$ cat config.mk
export PLATFORM = sky130hd
export DESIGN_NAME = mem_arbiter_flat
export DESIGN_NICKNAME = d
export VERILOG_FILES = /design/src/rtl/mem_arbiter_pkg.sv /design/src/rtl/mem_arbiter_if.sv /design/src/rtl/mem_arbiter_rr_picker.sv /design/src/rtl/mem_arbiter.sv /design/src/flat_wrapper.sv
export SDC_FILE = /design/constraint.sdc
export NUM_CORES = 1
export LEC_CHECK = 0
export BUFFER_PORTS_ARGS = -buffer_cell sky130_fd_sc_hd__buf_2
export CAP_MARGIN = 10
export CORE_MARGIN = 10
export CORE_UTILIZATION = 42
export CTS_CLUSTER_DIAMETER = 200
export CTS_CLUSTER_SIZE = 30
export DETAILED_ROUTE_END_ITERATION = 16
export GPL_TIMING_DRIVEN = 0
export MAX_ROUTING_LAYER = met4
export PLACE_DENSITY = 0.85
export SYNTH_ARGS = -nofsm -noshare
export SYNTH_HDL_FRONTEND = slang
export SYNTH_SLANG_ARGS = --single-unit
$ cat constraint.sdc
create_clock -name clock -period 3 [get_ports clock]
set_input_delay 0 -clock clock [delete_from_list [all_inputs] [get_ports clock]]
set_output_delay 0 -clock clock [all_outputs]
set_load 0.05 [all_outputs]
$ cat src/rtl/mem_arbiter_pkg.sv
// mem_arbiter_pkg: shared widths, FSM state type and latched request type
// for the memory-port arbiter.
package mem_arbiter_pkg;

    localparam int ADDR_W = 32;
    localparam int DATA_W = 32;
    localparam int STRB_W = DATA_W / 8;

    typedef enum logic [1:0] {
        IDLE  = 2'd0,
        ISSUE = 2'd1,
        WAIT  = 2'd2
    } arb_state_t;

    typedef struct packed {
        logic [ADDR_W-1:0] addr;
        logic [DATA_W-1:0] wdata;
        logic [STRB_W-1:0] wstrb;
        logic              write;
    } mem_req_t;

endpackage

$ cat src/rtl/mem_arbiter_if.sv
// mem_arbiter_if: single memory port (request + response channels) shared
// by all requesters. The arbiter is the master, the bus adapter the slave.
interface mem_arbiter_if #(
    parameter int ADDR_W = mem_arbiter_pkg::ADDR_W,
    parameter int DATA_W = mem_arbiter_pkg::DATA_W
);
    logic                  mem_req_valid;
    logic                  mem_req_ready;
    logic [ADDR_W-1:0]     mem_addr;
    logic [DATA_W-1:0]     mem_wdata;
    logic [DATA_W/8-1:0]   mem_wstrb;
    logic                  mem_write;
    logic                  mem_rsp_valid;
    logic [DATA_W-1:0]     mem_rsp_rdata;

    modport master (
        output mem_req_valid, mem_addr, mem_wdata, mem_wstrb, mem_write,
        input  mem_req_ready, mem_rsp_valid, mem_rsp_rdata
    );

    modport slave (
        input  mem_req_valid, mem_addr, mem_wdata, mem_wstrb, mem_write,
        output mem_req_ready, mem_rsp_valid, mem_rsp_rdata
    );
endinterface

$ cat src/rtl/mem_arbiter_rr_picker.sv
// rr_picker: combinational round-robin selector. Starting just after the
// previous winner and wrapping around, it reports the first valid requester.
// Kept generic so the other arbiters in the design can reuse it.
module rr_picker #(
    parameter  int N_REQ = 2,
    localparam int IDX_W = (N_REQ > 1) ? $clog2(N_REQ) : 1
) (
    input  logic [N_REQ-1:0] valid_i,
    input  logic [IDX_W-1:0] last_i,
    output logic             any_o,
    output logic [IDX_W-1:0] winner_o
);

    int               idx;
    logic [IDX_W-1:0] candidate;

    // Scan upward from last+1 modulo N_REQ and keep the first valid slot found.
    always_comb begin
        any_o     = 1'b0;
        winner_o  = '0;
        idx       = 0;
        candidate = '0;
        for (int k = 1; k <= N_REQ; k++) begin
            idx       = (int'(last_i) + k) % N_REQ;
            candidate = IDX_W'(idx);
            if (!any_o && valid_i[candidate]) begin
                any_o    = 1'b1;
                winner_o = candidate;
            end
        end
    end

endmodule

$ cat src/rtl/mem_arbiter.sv
// mem_arbiter: round-robin arbiter sharing one memory port between N_REQ
// requesters (0 = fetch, 1 = load/store). One transaction outstanding at a
// time: IDLE picks and latches, ISSUE presents the request, WAIT steers the
// response back to the granted requester.
module mem_arbiter #(
    parameter  int N_REQ  = 2,
    parameter  int ADDR_W = mem_arbiter_pkg::ADDR_W,
    parameter  int DATA_W = mem_arbiter_pkg::DATA_W,
    localparam int STRB_W = DATA_W / 8,
    localparam int IDX_W  = (N_REQ > 1) ? $clog2(N_REQ) : 1
) (
    input  logic                    clock,
    input  logic                    reset,
    input  logic [N_REQ-1:0]        req_valid_i,
    output logic [N_REQ-1:0]        req_ready_o,
    input  logic [N_REQ*ADDR_W-1:0] req_addr_i,
    input  logic [N_REQ*DATA_W-1:0] req_wdata_i,
    input  logic [N_REQ*STRB_W-1:0] req_wstrb_i,
    input  logic [N_REQ-1:0]        req_write_i,
    output logic [N_REQ-1:0]        rsp_valid_o,
    output logic [DATA_W-1:0]       rsp_rdata_o,
    mem_arbiter_if.master           mem,
    output logic                    spurious_rsp_o
);

    import mem_arbiter_pkg::*;

    arb_state_t       state_q, state_d;
    logic [IDX_W-1:0] last_q, last_d;
    logic [IDX_W-1:0] grant_q, grant_d;
    mem_req_t         memReq_q, memReq_d;
    logic             spurious_q, spurious_d;

    logic             pickAny;
    logic [IDX_W-1:0] pickIdx;

    rr_picker #(.N_REQ(N_REQ)) picker (
        .valid_i  (req_valid_i),
        .last_i   (last_q),
        .any_o    (pickAny),
        .winner_o (pickIdx)
    );

    // State, fairness pointer and latched request; reset abandons any transaction in flight.
    always_ff @(posedge clock or negedge reset) begin
        if (!reset) begin
            state_q    <= IDLE;
            last_q     <= IDX_W'(N_REQ - 1);
            grant_q    <= '0;
            memReq_q   <= '0;
            spurious_q <= 1'b0;
        end else begin
            state_q    <= state_d;
            last_q     <= last_d;
            grant_q    <= grant_d;
            memReq_q   <= memReq_d;
            spurious_q <= spurious_d;
        end
    end

    // Next-state logic with the combinational ready grant and response steering.
    always_comb begin
        state_d           = state_q;
        last_d            = last_q;
        grant_d           = grant_q;
        memReq_d          = memReq_q;
        spurious_d        = spurious_q | (mem.mem_rsp_valid && (state_q != WAIT));
        req_ready_o       = '0;
        rsp_valid_o       = '0;
        mem.mem_req_valid = 1'b0;

        unique case (state_q)
            IDLE: begin
                if (pickAny) begin
                    req_ready_o[pickIdx] = 1'b1;
                    grant_d              = pickIdx;
                    memReq_d.addr        = req_addr_i[pickIdx*ADDR_W +: ADDR_W];
                    memReq_d.wdata       = req_wdata_i[pickIdx*DATA_W +: DATA_W];
                    memReq_d.wstrb       = req_wstrb_i[pickIdx*STRB_W +: STRB_W];
                    memReq_d.write       = req_write_i[pickIdx];
                    state_d              = ISSUE;
                end
            end
            ISSUE: begin
                mem.mem_req_valid = 1'b1;
                if (mem.mem_req_ready) begin
                    state_d = WAIT;
                end
            end
            WAIT: begin
                rsp_valid_o[grant_q] = mem.mem_rsp_valid;
                if (mem.mem_rsp_valid) begin
                    last_d  = grant_q;
                    state_d = IDLE;
                end
            end
            default: state_d = IDLE;
        endcase
    end

    assign mem.mem_addr   = memReq_q.addr;
    assign mem.mem_wdata  = memReq_q.wdata;
    assign mem.mem_wstrb  = memReq_q.wstrb;
    assign mem.mem_write  = memReq_q.write;
    assign rsp_rdata_o    = mem.mem_rsp_rdata;
    assign spurious_rsp_o = spurious_q;

endmodule

$ cat src/flat_wrapper.sv
// flat-port wrapper written by rule: the top's interface ports become plain ports
module mem_arbiter_flat import mem_arbiter_pkg::*;
#(
    parameter  int N_REQ  = 2,
    parameter  int ADDR_W = mem_arbiter_pkg::ADDR_W,
    parameter  int DATA_W = mem_arbiter_pkg::DATA_W,
    localparam int STRB_W = DATA_W / 8,
    localparam int IDX_W  = (N_REQ > 1) ? $clog2(N_REQ) : 1
)
  (clock, reset, req_valid_i, req_ready_o, req_addr_i, req_wdata_i, req_wstrb_i, req_write_i, rsp_valid_o, rsp_rdata_o, spurious_rsp_o, mem_mem_req_valid, mem_mem_addr, mem_mem_wdata, mem_mem_wstrb, mem_mem_write, mem_mem_req_ready, mem_mem_rsp_valid, mem_mem_rsp_rdata);
  mem_arbiter_if #(.ADDR_W(ADDR_W), .DATA_W(DATA_W)) mem_i ();
  input  logic clock;
  input  logic reset;
  input  logic [N_REQ-1:0] req_valid_i;
  output logic [N_REQ-1:0] req_ready_o;
  input  logic [N_REQ*ADDR_W-1:0] req_addr_i;
  input  logic [N_REQ*DATA_W-1:0] req_wdata_i;
  input  logic [N_REQ*STRB_W-1:0] req_wstrb_i;
  input  logic [N_REQ-1:0] req_write_i;
  output logic [N_REQ-1:0] rsp_valid_o;
  output logic [DATA_W-1:0] rsp_rdata_o;
  output logic spurious_rsp_o;
  output wire logic [$bits(mem_i.mem_req_valid)-1:0] mem_mem_req_valid;
  output wire logic [$bits(mem_i.mem_addr)-1:0] mem_mem_addr;
  output wire logic [$bits(mem_i.mem_wdata)-1:0] mem_mem_wdata;
  output wire logic [$bits(mem_i.mem_wstrb)-1:0] mem_mem_wstrb;
  output wire logic [$bits(mem_i.mem_write)-1:0] mem_mem_write;
  input wire logic [$bits(mem_i.mem_req_ready)-1:0] mem_mem_req_ready;
  input wire logic [$bits(mem_i.mem_rsp_valid)-1:0] mem_mem_rsp_valid;
  input wire logic [$bits(mem_i.mem_rsp_rdata)-1:0] mem_mem_rsp_rdata;
  assign mem_mem_req_valid = mem_i.mem_req_valid;
  assign mem_mem_addr = mem_i.mem_addr;
  assign mem_mem_wdata = mem_i.mem_wdata;
  assign mem_mem_wstrb = mem_i.mem_wstrb;
  assign mem_mem_write = mem_i.mem_write;
  assign mem_i.mem_req_ready = mem_mem_req_ready;
  assign mem_i.mem_rsp_valid = mem_mem_rsp_valid;
  assign mem_i.mem_rsp_rdata = mem_mem_rsp_rdata;
  mem_arbiter #(.N_REQ(N_REQ), .ADDR_W(ADDR_W), .DATA_W(DATA_W)) u_core (.clock(clock), .reset(reset), .req_valid_i(req_valid_i), .req_ready_o(req_ready_o), .req_addr_i(req_addr_i), .req_wdata_i(req_wdata_i), .req_wstrb_i(req_wstrb_i), .req_write_i(req_write_i), .rsp_valid_o(rsp_valid_o), .rsp_rdata_o(rsp_rdata_o), .mem(mem_i), .spurious_rsp_o(spurious_rsp_o));
endmodule
; Word level (Yosys, flattened, before mapping)
; Index checks and enable logic that the tools add are counted.
[word_totals]
word_cells = 58
register_bits = 74
in_bits = 176
[op_classes]
n_reduce_logical = 9
bitwise_logic = 2
muxes = 22
shifts = 3
n_addsub = 2
n_eq_ne = 6
magnitude_cmp = 6
[op_table]
columns = cell, count
row1 = 64-bit by 7-bit indexed part select with 32-bit output, 2
row2 = 1-bit 2-to-1 mux, 13
row3 = 2-bit 2-to-1 mux, 6
row4 = "1-bit by 2-bit < comparator with 1-bit output, second input constant", 4
row5 = 8-bit by 4-bit indexed part select with 4-bit output, 1
row6 = "2-bit != test, second input constant", 3
row7 = 2-bit case mux with 3 select lines, 1
row8 = 1-bit logical AND, 4
row9 = 2-bit AND reduction, 2
row10 = 3-bit AND reduction, 1
row11 = "1-bit adder, second input constant", 2
row12 = 2-bit AND, 1
row13 = 1-bit demux with 1-bit select, 2
row14 = "2-bit by 1-bit equality test with 1-bit output, second input constant", 1
row15 = "2-bit equality test, second input constant", 1
row16 = "1-bit greater-or-equal comparator, second input constant", 2
row17 = 2-bit logical NOT, 1
row18 = "2-bit by 1-bit != test with 1-bit output, second input constant", 1
row19 = 1-bit logical NOT, 1
row20 = 1-bit OR, 1

; Longest topological paths before layout
; Gate-level depths: netlist (run 1).
[logic_depth]
ltp_word = 13
mapped_depth = 5
depth_no_buf = 4

; By module
; Synthesis (run 1) repeated with hierarchy kept, for this count alone.
[hier_totals]
cells_unflattened = 276
area_unflattened_um2 = 3902.5
[modules_own_cells]
columns = module, area_per_inst_um2, instances, seq_area_each_um2, cells_each
row1 = mem_arbiter, 3888.7, 1, 1853.0, 274
row2 = rr_picker, 13.8, 1, 0.0, 2

; Least setup slack after synthesis (run 1)
; Ideal clock, no wire load.
[synth_path]
path_type = reg2reg
start = reg u_core.state_q[0]
end = reg u_core.grant_q
arrival_time_ns = 1.444
setup_time_ns = 0.066
n_path_buf = 1
required_time_ns = 2.934
path_slack_ns = 1.490
path_stages_with_launch = 5
path_cell_list = dfrtp_1 > nor2_2 > clkbuf_1 > and2_1 > a21o_1
[synth_via]
elab_chain_len = 2
[synth_lines]
columns = item, line
row1 = start: declaration, mem_arbiter.sv:28  ; arb_state_t state_q, state_d;
row2 = start signal: assignment, mem_arbiter.sv:53  ; state_q <= state_d;
row3 = 2-bit logical NOT, mem_arbiter.sv:72  ; unique case (state_q)
row4 = 2-bit AND reduction (no line), n/a
row5 = end signal: assignment, mem_arbiter.sv:55  ; grant_q <= grant_d;
row6 = end: declaration, mem_arbiter.sv:30  ; logic [IDX_W-1:0] grant_q, grant_d;
; No other way between the ends.
; A chain may end at the register's enable or synchronous reset.

; Final worst setup path (run 1)
[layout_path]
start = reg u_core.state_q[0]
end = reg u_core.memReq_q, in the netlist u_core.mem.mem_addr[30]
[layout_via]
elab_chain_len = 2
[layout_lines]
columns = item, line
row1 = 2-bit logical NOT, mem_arbiter.sv:72
row2 = 2-bit AND reduction (no line), n/a
row3 = end signal: assignment, mem_arbiter.sv:56  ; memReq_q <= memReq_d;
row4 = end: declaration, mem_arbiter.sv:31  ; mem_req_t memReq_q, memReq_d;
; No other way between the ends.

==> results of run 1 <==
[what timing repair did]
| item | 4_1_cts | 5_1_grt |
|---|---|---|
| hold buffers | 119 | 0 |
| gates resized for setup | 0 | 0 |
| buffers inserted | 0 | 0 |
| endpoints found under the hold margin | 146 | 0 |
[report_power, final]
| part | switching, uW | total (uW) | internal [uW] | leakage [uW] |
|---|---|---|---|---|
| combinational | 2940 | 4620 | 1680 | 0.00248 |
| sequential | 303 | 1790 | 1490 | 0.000909 |
| clock | 372 | 887 | 515 | 0.000109 |
| total | 3620 | 7300 | 3680 | 0.00350 |
[flip-flops by register name, indices dropped and copies added, names as in the netlist]
| name | cells |
|---|---|
| u_core.last_q | 1 |
| u_core.state_q | 2 |
| u_core.mem.mem_wstrb | 4 |
| u_core.mem.mem_write | 1 |
| u_core.mem.mem_addr | 32 |
| u_core.mem.mem_wdata | 32 |
| u_core.grant_q | 1 |
| u_core.spurious_rsp_o | 1 |
[metal layers]
layer	part of all wire, %	global-route usage, %	vias up
met5	0	-	-
met4	4.1	12.00	0
met3	9.3	8.749	61
met2	51	45.21	304
met1	36	27.40	2003
li1	-	-	1884
[worst min-delay path by stage]
| stage | to | slack, ps | cells past startpoint | from |
|---|---|---|---|---|
| 6_report | u_core.mem.mem_wdata[5]$_DFFE_PN0P_ | 9 | 3 | req_wdata_i[37] |
| 5_1_grt | u_core.mem.mem_wdata[2]$_DFFE_PN0P_ | 10 | 3 | req_wdata_i[34] |
| 4_1_cts | u_core.mem.mem_wdata[5]$_DFFE_PN0P_ | 0.5 | 3 | req_wdata_i[37] |
| 3_5_place_dp | u_core.state_q[0]$_DFFE_PN0P_ | 190 | 2 | mem_mem_req_ready |
| 3_3_place_gp | u_core.state_q[0]$_DFFE_PN0P_ | 190 | 2 | mem_mem_req_ready |
| 2_1_floorplan | u_core.grant_q$_DFFE_PN0P_ | -300 | 0 | reset |
[through the flow]
stage | utilization [%] | hold WS, ps | total power (uW)
global placement | 59.87 | 190.8 | 5561
detailed placement | 59.90 | 192.3 | 5658
global route | 77.44 | 14.81 | 7626
floorplan | - | -295.6 | 4593
finish | 77.47 | 9.388 | 7298
CTS | 77.29 | 0.4657 | 7199
[final cells by class]
cell class              instances  share of cell area, %
diodes                          6                 0.2371
clock inverters                 4                  1.185
plain buffers                  61                  6.519
well taps                     105                  2.074
clock buffers                  12                  2.450
flip-flops and latches         74                  29.26
multi-input cells             156                  19.62
inverters                       1                0.05927
repair buffers                369                  38.60
[cells by family (layout without fill, tap and decap cells)]
logic type / count (synthesis) / count (layout) / share of synthesized area [%]
other cells: 0 / 6 / 0
simple gates: 80 / 80 / 14.21
compound gates: 76 / 76 / 21.16
buf+inv: 62 / 447 / 11.86
flops: 74 / 74 / 52.76
[placed cells by master (no fill, tap or decap)]
cell	Yosys	routed
sky130_fd_sc_hd__o21ai_2	1	1
sky130_fd_sc_hd__clkbuf_8	0	11
sky130_fd_sc_hd__o21ai_1	1	1
sky130_fd_sc_hd__and3_1	70	70
sky130_fd_sc_hd__buf_4	32	33
sky130_fd_sc_hd__a21o_1	3	3
sky130_fd_sc_hd__nor2_1	1	1
sky130_fd_sc_hd__nand2b_1	2	2
sky130_fd_sc_hd__nor2_2	1	1
sky130_fd_sc_hd__a221o_1	69	69
sky130_fd_sc_hd__dlygate4sd3_1	0	119
sky130_fd_sc_hd__clkbuf_1	18	19
sky130_fd_sc_hd__dfrtp_1	73	73
sky130_fd_sc_hd__clkinvlp_4	0	2
sky130_fd_sc_hd__buf_2	3	252
sky130_fd_sc_hd__a21boi_2	1	1
sky130_fd_sc_hd__nor2b_1	1	1
sky130_fd_sc_hd__or2b_1	1	1
sky130_fd_sc_hd__nand2_1	2	2
sky130_fd_sc_hd__diode_2	0	6
sky130_fd_sc_hd__dfstp_2	1	1
sky130_fd_sc_hd__bufinv_16	0	2
sky130_fd_sc_hd__o21ai_0	1	1
sky130_fd_sc_hd__and2_1	1	1
sky130_fd_sc_hd__inv_1	1	1
sky130_fd_sc_hd__buf_6	8	8
sky130_fd_sc_hd__and3_4	1	1
[critical path: stages (launching register included)]
cell                            delay, ps
sky130_fd_sc_hd__dfrtp_1              420
sky130_fd_sc_hd__nor2_2               450
sky130_fd_sc_hd__o21ai_2              290
sky130_fd_sc_hd__clkbuf_1             340
sky130_fd_sc_hd__a221o_1              380
sky130_fd_sc_hd__dlygate4sd3_1        570
==> reports/qor_table.md, run 1 <==
| Parameter | Value | Unit |
| --- | --- | --- |
| Number of failing setup endpoints in the final timing report | 0 | - |
| Via total after detailed routing | 4252 | - |
| Largest net degree at the start of global routing | 75 | - |
| Mapped Area | 3512 | um^2 |
| Filler cell count in the final layout | 541 | - |
| Post-route DRC violation count | 0 | - |
| IO buf count | 250 | - |
| Cell type with the largest total area after synthesis | sky130_fd_sc_hd__dfrtp_1 | - |
| Arrival time reported for the critical path endpoint | 2800 | ps |
| Synth top cells by count | sky130_fd_sc_hd__dfrtp_1, sky130_fd_sc_hd__and3_1, sky130_fd_sc_hd__a221o_1, sky130_fd_sc_hd__buf_4, sky130_fd_sc_hd__clkbuf_1 | - |
| Net count of the finished layout | 848 | - |
| Final critical-path required period | 2581 | ps |
| Routed len/inst | 21.57 | um |
| Aggregate negative setup slack | 0 | ps |
| Area fraction of the dominant cell type after synthesis | 52.01 | % |
| Power density relative to cell area | 1152 | nW/um^2 |
| DRC marker count from the first detailed-route iteration | 307 | - |
| Max-slew headroom at the worst pin | 37.56 | % |
| Final cell count without fillers | 788 | - |
| ANT nets after route | 0 | - |
| Number of synthesized register bits | 74 | - |
| First-pass GRT wire length | 26.10 | mm |
| Max clock buf depth | 2 | - |
| Clock root buffer master | sky130_fd_sc_hd__clkbuf_8 | - |
| CP Data Required Time | 3220 | ps |
| Die X-Extent | 111.4 | um |
| Total GRT Usage | 26.57 | % |
| Number of nets in the synthesized netlist | 468 | - |
| Worst setup slack after layout | 418.7 | ps |
| Share of synthesized flip-flops with an asynchronous set or reset | 100.0 | % |
| I/O pin count | 283 | - |
| Launching element type of the critical path | register | - |
| HPWL after detailed placement | 11.27 | mm |
| Vias in the first global route | 4803 | - |
| Commonest register cell after synthesis | sky130_fd_sc_hd__dfrtp_1 | - |
| Worst slew pin tran | 936.6 | ps |
| Count of TritonRoute iterations in the first routing pass | 5 | - |
| Status | complete, no violations | - |
| Num CTS Buffers | 9 | - |
| Crit Reg-Reg Startpoint | u_core.state_q[0]$_DFFE_PN0P_ | - |
| H-tree depth | 3 | - |
| R2r worst-path depth | 5 | - |
| Fraction of layout cells with a size suffix above 1 | 46.23 | % |
| Area taken by flip-flops and latches | 1853 | um^2 |
| MaxCap Viol Count | 0 | - |
| Via density per instance | 5.396 | - |
| Worst-path clk slew | 90 | ps |
| Dpl ws | 1042 | ps |
| Biggest area contributors in the synthesized netlist | sky130_fd_sc_hd__dfrtp_1, sky130_fd_sc_hd__a221o_1, sky130_fd_sc_hd__and3_1 | - |
| Post-placement cell count | 647 | - |
| Post-Place Cell Area | 4897 | um^2 |
| Leakage power total | 0.003496 | uW |
| CTS tree | done | - |
| Reg-to-Reg End | u_core.mem.mem_addr[30]$_DFFE_PN0P_ | - |
| RD Place Congestion | 0.8989 | - |
| Number of pins with negative max-slew slack in the final report | 0 | - |
| Synthesized area divided by synthesized cell count | 12.03 | um^2 |
| Most instantiated library cell after synthesis | sky130_fd_sc_hd__dfrtp_1 | - |
| Initial antenna violation count | 5 | - |
| Final clock skew | 15.79 | ps |
| Unrepaired setup endpoints after global routing | no | - |
| Number of instances in the synthesized netlist | 292 | - |
| Achievable clock frequency | 0.3874 | GHz |
| TritonCTS sink count | 74 | - |
| Setup crit end | u_core.mem.mem_addr[30]$_DFFE_PN0P_ | - |
| Post-layout instance area | 6334 | um^2 |
| Starting Density | 42.96 | % |
| Register area share after synthesis | 52.76 | % |
| Worst Setup End Kind | register | - |
| Flop2flop setup slack | 420 | ps |
| VDD IR max | 0.0006726 | V |
| Netlist cell types | 22 | - |
| Number of endpoints with negative hold slack in the final report | 0 | - |
| Synth-to-Final Area Change | 80.33 | % |
| CP Launch Point | u_core.state_q[0]$_DFFE_PN0P_ | - |
| Height of the chip | 111.4 | um |
| Share of the clock period used by the worst path after layout | 86.04 | % |
| Hold Crit Class | in -> reg | - |
| Number of synthesis warnings | 0 | - |
| Clock latency at the later pin of the worst-skew pair | 340 | ps |
| Overall overflow remaining after global route | 0 | - |
| Count of standard-cell rows | 33 | - |
| Die Area | 12420 | um^2 |
| Critical path type | reg -> reg | - |
| Multi-input gate area in the final layout | 1242 | um^2 |
| Number of enable flip-flop cells after synthesis | 0 | - |
| Largest fanout of any net on the critical path | 10 | - |
| Total Routed Length | 17.00 | mm |
| Area of the core | 8175 | um^2 |
Note: power is estimated with default switching activity, not from simulation.
==> run 2, diff against run 1 <==
--- a/config.mk
+++ b/config.mk
@@ -7,14 +7,16 @@
 export LEC_CHECK = 0
 export BUFFER_PORTS_ARGS = -buffer_cell sky130_fd_sc_hd__buf_2
 export CAP_MARGIN = 10
+export CELL_PAD_IN_SITES_DETAIL_PLACEMENT = 0
+export CELL_PAD_IN_SITES_GLOBAL_PLACEMENT = 2
 export CORE_MARGIN = 10
-export CORE_UTILIZATION = 42
+export CORE_UTILIZATION = 23
 export CTS_CLUSTER_DIAMETER = 200
 export CTS_CLUSTER_SIZE = 30
 export DETAILED_ROUTE_END_ITERATION = 16
 export GPL_TIMING_DRIVEN = 0
 export MAX_ROUTING_LAYER = met4
-export PLACE_DENSITY = 0.85
+export PLACE_DENSITY_LB_ADDON = 0.1
 export SYNTH_ARGS = -nofsm -noshare
 export SYNTH_HDL_FRONTEND = slang
 export SYNTH_SLANG_ARGS = --single-unit
==> run 2 against run 1 <==
Against the previous run: fmax increased by 5.5%; worst setup slack improved by 130 ps; clock power increased by 25%; register-to-register slack improved by 130 ps; global-route usage decreased by 11 points; sequential power about the same; core utilization decreased by 33 points; final cell count increased by 13%; routed wire length decreased by 4.7%; power increased by 4.9%; sequential share of layout area decreased by 1.6 points; critical path type unchanged; critical endpoint is now u_core.mem.mem_wdata[1]$_DFFE_PN0P_; largest cell class unchanged.
==> reports/qor_table.md, run 2 (same netlist as run 1, synthesis figures left out) <==
| Parameter | Value | Unit |
| --- | --- | --- |
| Power density relative to cell area | 1143 | nW/um^2 |
| H-tree depth | 3 | - |
| Routed len/inst | 18.26 | um |
| Post-layout instance area | 6699 | um^2 |
| Count of TritonRoute iterations in the first routing pass | 4 | - |
| Net count of the finished layout | 867 | - |
| Critical path type | reg -> reg | - |
| Post-Place Cell Area | 5021 | um^2 |
| Total Routed Length | 16.19 | mm |
| Number of pins with negative max-slew slack in the final report | 0 | - |
| Largest fanout of any net on the critical path | 10 | - |
| Number of failing setup endpoints in the final timing report | 0 | - |
| CP Cell Sequence | nor2_2 -> o21ai_2 -> clkbuf_1 -> a221o_1 -> dlygate4sd3_1 | - |
| Worst-path clk slew | 60 | ps |
| First-pass GRT wire length | 24.71 | mm |
| ANT nets after route | 0 | - |
| RD Place Congestion | 0.7384 | - |
| Worst hold slack | 8.571 | ps |
| CP Data Required Time | 3220 | ps |
| Worst path top cell family by delay | buffers and inverters | - |
| Vias in the first global route | 4623 | - |
| Count of standard-cell rows | 45 | - |
| Arrival time reported for the critical path endpoint | 2660 | ps |
| Status | complete, no violations | - |
| Starting Density | 23.28 | % |
| Fraction of layout cells with a size suffix above 1 | 44.83 | % |
| Leakage power total | 0.003633 | uW |
| Area of the core | 15090 | um^2 |
| Total GRT Usage | 15.74 | % |
| Launching element type of the critical path | register | - |
| IO buf count | 250 | - |
| Max clock buf depth | 2 | - |
| Overall overflow remaining after global route | 0 | - |
| Final clock skew | 4.940 | ps |
| Die Area | 20610 | um^2 |
| Number of endpoints with negative hold slack in the final report | 0 | - |
| Worst slew pin tran | 575.2 | ps |
| Height of the chip | 143.6 | um |
| Hold Crit Class | in -> reg | - |
| Longest individual stage delay on the worst path | 570 | ps |
| Via density per instance | 4.549 | - |
| CTS tree | done | - |
| MaxCap Viol Count | 0 | - |
| HPWL after detailed placement | 11.65 | mm |
| Slowest cell on the critical path | sky130_fd_sc_hd__dlygate4sd3_1 | - |
| Most common cell after layout, fill and taps aside | sky130_fd_sc_hd__buf_2 | - |
| Post-placement cell count | 731 | - |
| DRC marker count from the first detailed-route iteration | 206 | - |
| Critical path buffers and inverters | 2 | - |
| Max-slew headroom at the worst pin | 61.66 | % |
| Initial antenna violation count | 3 | - |
| Num CTS Buffers | 9 | - |
| Final critical-path required period | 2447 | ps |
| Die X-Extent | 143.6 | um |
| Post-cts repair resize count | 0 | - |
| Largest net degree at the start of global routing | 39 | - |
| Worst Setup End Kind | register | - |
| Unrepaired setup endpoints after global routing | no | - |
| Share of the clock period used by the worst path after layout | 81.56 | % |
| TritonCTS sink count | 74 | - |
| Via total after detailed routing | 4035 | - |
| Synth-to-Final Area Change | 90.74 | % |
| Clock root buffer master | sky130_fd_sc_hd__clkbuf_16 | - |
| I/O pin count | 283 | - |
| Final cell count without fillers | 887 | - |
| Achievable clock frequency | 0.4087 | GHz |
| Aggregate negative setup slack | 0 | ps |
| Commonest non-fill, non-tap cells in the layout | sky130_fd_sc_hd__buf_2, sky130_fd_sc_hd__dlygate4sd3_1, sky130_fd_sc_hd__dfrtp_1, sky130_fd_sc_hd__and3_1, sky130_fd_sc_hd__a221o_1 | - |
| Clock latency at the later pin of the worst-skew pair | 340 | ps |
| Post-route DRC violation count | 0 | - |
| VDD IR max | 0.0005117 | V |
[run 2: changes by cell type in the layout (fill, tap and decap cells not counted)]
cell | previous run | this run
sky130_fd_sc_hd__clkbuf_16 | 0 | 9
sky130_fd_sc_hd__bufinv_16 | 2 | 1
sky130_fd_sc_hd__clkinvlp_4 | 2 | 0
sky130_fd_sc_hd__diode_2 | 6 | 3
sky130_fd_sc_hd__dlygate4sd3_1 | 119 | 137
sky130_fd_sc_hd__clkbuf_8 | 11 | 2
sky130_fd_sc_hd__clkbuf_1 | 19 | 21
sky130_fd_sc_hd__clkinv_2 | 0 | 1
sky130_fd_sc_hd__buf_12 | 0 | 1
[run 2: timing repair]
item,CTS,global route
setup endpoints to repair,0,0
hold endpoints to repair,109,0
hold buffers,137,0
setup buffers,0,0
[run 2: worst paths after layout]
kind                                                              to  cells past startpoint                             from  slack (ps)
worst max-delay path             u_core.mem.mem_wdata[1]$_DFFE_PN0P_                      5    u_core.state_q[0]$_DFFE_PN0P_         550
worst max register to register   u_core.mem.mem_wdata[1]$_DFFE_PN0P_                      5    u_core.state_q[0]$_DFFE_PN0P_         550
worst min-delay path            u_core.mem.mem_wdata[16]$_DFFE_PN0P_                      3                  req_wdata_i[48]           9
min in group asynchronous        u_core.mem.mem_wdata[1]$_DFFE_PN0P_                      2                            reset         190
max in group asynchronous        u_core.mem.mem_addr[14]$_DFFE_PN0P_                      3                            reset        2210
worst min register to register       u_core.spurious_rsp_o$_DFF_PN0_                      1  u_core.spurious_rsp_o$_DFF_PN0_         460
[run 2: tightest hold or removal path, delay by kind of cell]
family / cells / cell delay, ps
buffers and inverters: 1 / 70
AND/OR/NAND/NOR: 1 / 140
AO/OA/AOI/OAI: 1 / 110
[run 2: cell type report]
class | instances | area [um^2]
Clock buffer | 14 | 264.0
Inverter | 1 | 3.754
Buffer | 61 | 412.9
Antenna cell | 3 | 7.507
Tap cell | 188 | 235.2
Fill cell | 1499 | 8391
Sequential cell | 74 | 1853
Multi-Input combinational cell | 156 | 1242
Clock inverter | 2 | 35.03
Timing Repair Buffer | 388 | 2645
[run 2: report_power, final]
group / internal, uW / leakage [uW] / total (uW) / switching [uW]
Combinational: 1860 / 0.00258 / 4790 / 2920
Clock: 690 / 0.000147 / 1110 / 422
Sequential: 1490 / 0.000909 / 1760 / 268
Total: 4040 / 0.00363 / 7650 / 3610
[run 2: layer usage]
| metal | GRT usage (%) | part of all wire [%] | wire length, um | vias to the layer above |
|---|---|---|---|---|
| met3 | 7.195 | 10 | 1672 | 13 |
| met2 | 23.97 | 45 | 7304 | 181 |
| met1 | 18.71 | 44 | 7077 | 1928 |
| li1 | - | - | - | 1913 |
| met5 | - | 0 | 0 | - |
| met4 | 3.493 | 0.85 | 138 | 0 |
[run 2: stage by stage]
stage               utilization (%)  total power, uW  worst slack (ps)
detailed placement            33.28             5698              1006
finish                        44.39             7654             553.3
floorplan                         -             4593              1490
CTS                           44.34             7709             470.1
global route                  44.39             8099             341.3
global placement              33.13             5672              1055
==> run 3, diff against run 2 <==
--- a/config.mk
+++ b/config.mk
@@ -10,7 +10,7 @@
 export CELL_PAD_IN_SITES_DETAIL_PLACEMENT = 0
 export CELL_PAD_IN_SITES_GLOBAL_PLACEMENT = 2
 export CORE_MARGIN = 10
-export CORE_UTILIZATION = 23
+export CORE_UTILIZATION = 19
 export CTS_CLUSTER_DIAMETER = 200
 export CTS_CLUSTER_SIZE = 30
 export DETAILED_ROUTE_END_ITERATION = 16
==> constraint.sdc (replaced) <==
create_clock -name clock -period 2.2 [get_ports clock]
set_input_delay 0 -clock clock [delete_from_list [all_inputs] [get_ports clock]]
set_output_delay 0 -clock clock [all_outputs]
set_load 0.05 [all_outputs]
==> run 3 against run 2 <==
Against the previous run: routed wire length rose by 1.8%; count of clock-buffer cells in the layout fell by 2; critical endpoint is now req_ready_o[1]; global-route usage fell by 2.4 points; die area rose by 18%.
==> reports/qor_table.md, run 3 (same netlist as run 1, synthesis figures left out) <==
| Parameter | Value | Unit |
| --- | --- | --- |
| Largest fanout of any net on the critical path | 10 | - |
| Vias in the first global route | 4516 | - |
| Number of pins with negative max-slew slack in the final report | 0 | - |
| Final clock skew | 5.555 | ps |
| Via total after detailed routing | 3965 | - |
| Leakage power total | 0.003553 | uW |
| DRC marker count from the first detailed-route iteration | 193 | - |
| Max clock buf depth | 2 | - |
| Routed len/inst | 17.96 | um |
| Launching element type of the critical path | register | - |
| ANT nets after route | 0 | - |
| Count of standard-cell rows | 49 | - |
| Antenna diode count | 0 | - |
| Number of failing setup endpoints in the final timing report | 0 | - |
| Via density per instance | 4.319 | - |
| Post-layout instance area | 6668 | um^2 |
| Worst Setup End Kind | output pin | - |
| Clock latency at the later pin of the worst-skew pair | 330 | ps |
| I/O pin count | 283 | - |
| Post-route DRC violation count | 0 | - |
| Starting Density | 19.42 | % |
| Status | complete, no violations | - |
| Total power | 9288 | uW |
| Achievable clock frequency | 0.5154 | GHz |
| Longest individual stage delay on the worst path | 380 | ps |
| Slowest cell on the critical path | sky130_fd_sc_hd__dfstp_2 | - |
| H-tree depth | 3 | - |
| Critical path type | reg -> out | - |
| IO buf count | 250 | - |
| Overall overflow remaining after global route | 0 | - |
| Worst-path clk slew | 60 | ps |
| Num CTS Buffers | 9 | - |
| TritonCTS sink count | 74 | - |
| Die Area | 24320 | um^2 |
| Final critical-path required period | 1940 | ps |
| Power density relative to cell area | 1393 | nW/um^2 |
| HPWL after detailed placement | 12.42 | mm |
| Die X-Extent | 156.0 | um |
| First-pass GRT wire length | 24.89 | mm |
| Initial antenna violation count | 0 | - |
| Unrepaired setup endpoints after global routing | no | - |
| Area of the core | 18090 | um^2 |
| Worst slew pin tran | 558.1 | ps |
| Count of TritonRoute iterations in the first routing pass | 4 | - |
| CTS tree | done | - |
| Post-Place Cell Area | 5080 | um^2 |
| Synth-to-Final Area Change | 89.85 | % |
| Fraction of layout cells with a size suffix above 1 | 45.43 | % |
| CP Cell Sequence | a21boi_2 -> clkbuf_1 -> and2_1 -> buf_2 | - |
| Height of the chip | 156.0 | um |
| MaxCap Viol Count | 0 | - |
| Number of endpoints with negative hold slack in the final report | 0 | - |
| VDD IR max | 0.0006584 | V |
| Most common cell after layout, fill and taps aside | sky130_fd_sc_hd__buf_2 | - |
| Share of the clock period used by the worst path after layout | 88.19 | % |
| Net count of the finished layout | 861 | - |
| # Post-CTS Setup Buffers | 0 | - |
| RD Place Congestion | 0.7029 | - |
| Largest net degree at the start of global routing | 42 | - |
| Hold Crit Class | in -> reg | - |
| Commonest non-fill, non-tap cells in the layout | sky130_fd_sc_hd__buf_2, sky130_fd_sc_hd__dlygate4sd3_1, sky130_fd_sc_hd__dfrtp_1, sky130_fd_sc_hd__and3_1, sky130_fd_sc_hd__a221o_1 | - |
| Total GRT Usage | 13.38 | % |
| Aggregate negative setup slack | 0 | ps |
| CP Data Required Time | 2200 | ps |
| Arrival time reported for the critical path endpoint | 1940 | ps |
| Total Routed Length | 16.49 | mm |
| Max-slew headroom at the worst pin | 62.79 | % |
| Clock root buffer master | sky130_fd_sc_hd__clkbuf_16 | - |
## run 3: layout make-up
cell class / count / area (um^2)
clock buffers: 12 / 256.5
flip-flops and latches: 74 / 1853
multi-input cells: 156 / 1247
plain buffers: 61 / 412.9
inverters: 1 / 3.754
repair buffers: 382 / 2592
clock inverters: 3 / 15.01
fillers: 1821 / 11420
well taps: 229 / 286.5
## run 3: worst paths after layout
check,from,endpoint,slack (ps),cells past startpoint
hold / removal,req_wdata_i[53],u_core.mem.mem_wdata[21]$_DFFE_PN0P_,9,3
max in group asynchronous,reset,u_core.last_q$_DFFE_PN1P_,1390,3
setup reg to reg,u_core.state_q[0]$_DFFE_PN0P_,u_core.mem.mem_wdata[21]$_DFFE_PN0P_,440,4
min in group asynchronous,reset,u_core.mem.mem_wdata[31]$_DFFE_PN0P_,170,2
setup / recovery,u_core.last_q$_DFFE_PN1P_,req_ready_o[1],260,4
hold reg to reg,u_core.spurious_rsp_o$_DFF_PN0_,u_core.spurious_rsp_o$_DFF_PN0_,450,1
## run 3: where the power goes
group          total (uW)  switching, uW  leakage, uW  internal (uW)
logic                5510           3840      0.00251           1670
registers            2390            365     0.000909           2030
clock network        1390            573     0.000138            814
total                9290           4770      0.00355           4520
## run 3: what timing repair did
item / 4_1_cts / 5_1_grt
hold buffers: 131 / 0
endpoints found under the hold margin: 106 / 0
gates resized for setup: 0 / 1
setup endpoints to repair: 0 / 1
## run 3: per-layer routing
| layer | vias to the layer above | global-route usage [%] | part of all wire (%) |
|---|---|---|---|
| met3 | 11 | 4.411 | 8.0 |
| met4 | 0 | 3.642 | 1.0 |
| met5 | - | - | 0 |
| met1 | 1852 | 15.82 | 45 |
| li1 | 1905 | - | - |
| met2 | 197 | 21.38 | 46 |
## run 3: stage by stage
stage / utilization [%] / setup slack [ps] / instances / hold slack, ps
after detailed placement: 28.09 / 88.16 / 772 / 9.786
final: 36.87 / 259.7 / 918 / 9.195
after global routing: 36.87 / 73.51 / 918 / 5.037
after global placement: 27.92 / 151.7 / 771 / 204.9
after CTS: 36.84 / 13.06 / 918 / 0.2573
after floorplan: - / 689.9 / 292 / -295.6
## run 3: critical path: cells and delay by family (launching register included)
family	cells	cell delay (ps)
compound gates	1	380
buf+inv	2	640
flops	1	380
simple gates	1	200
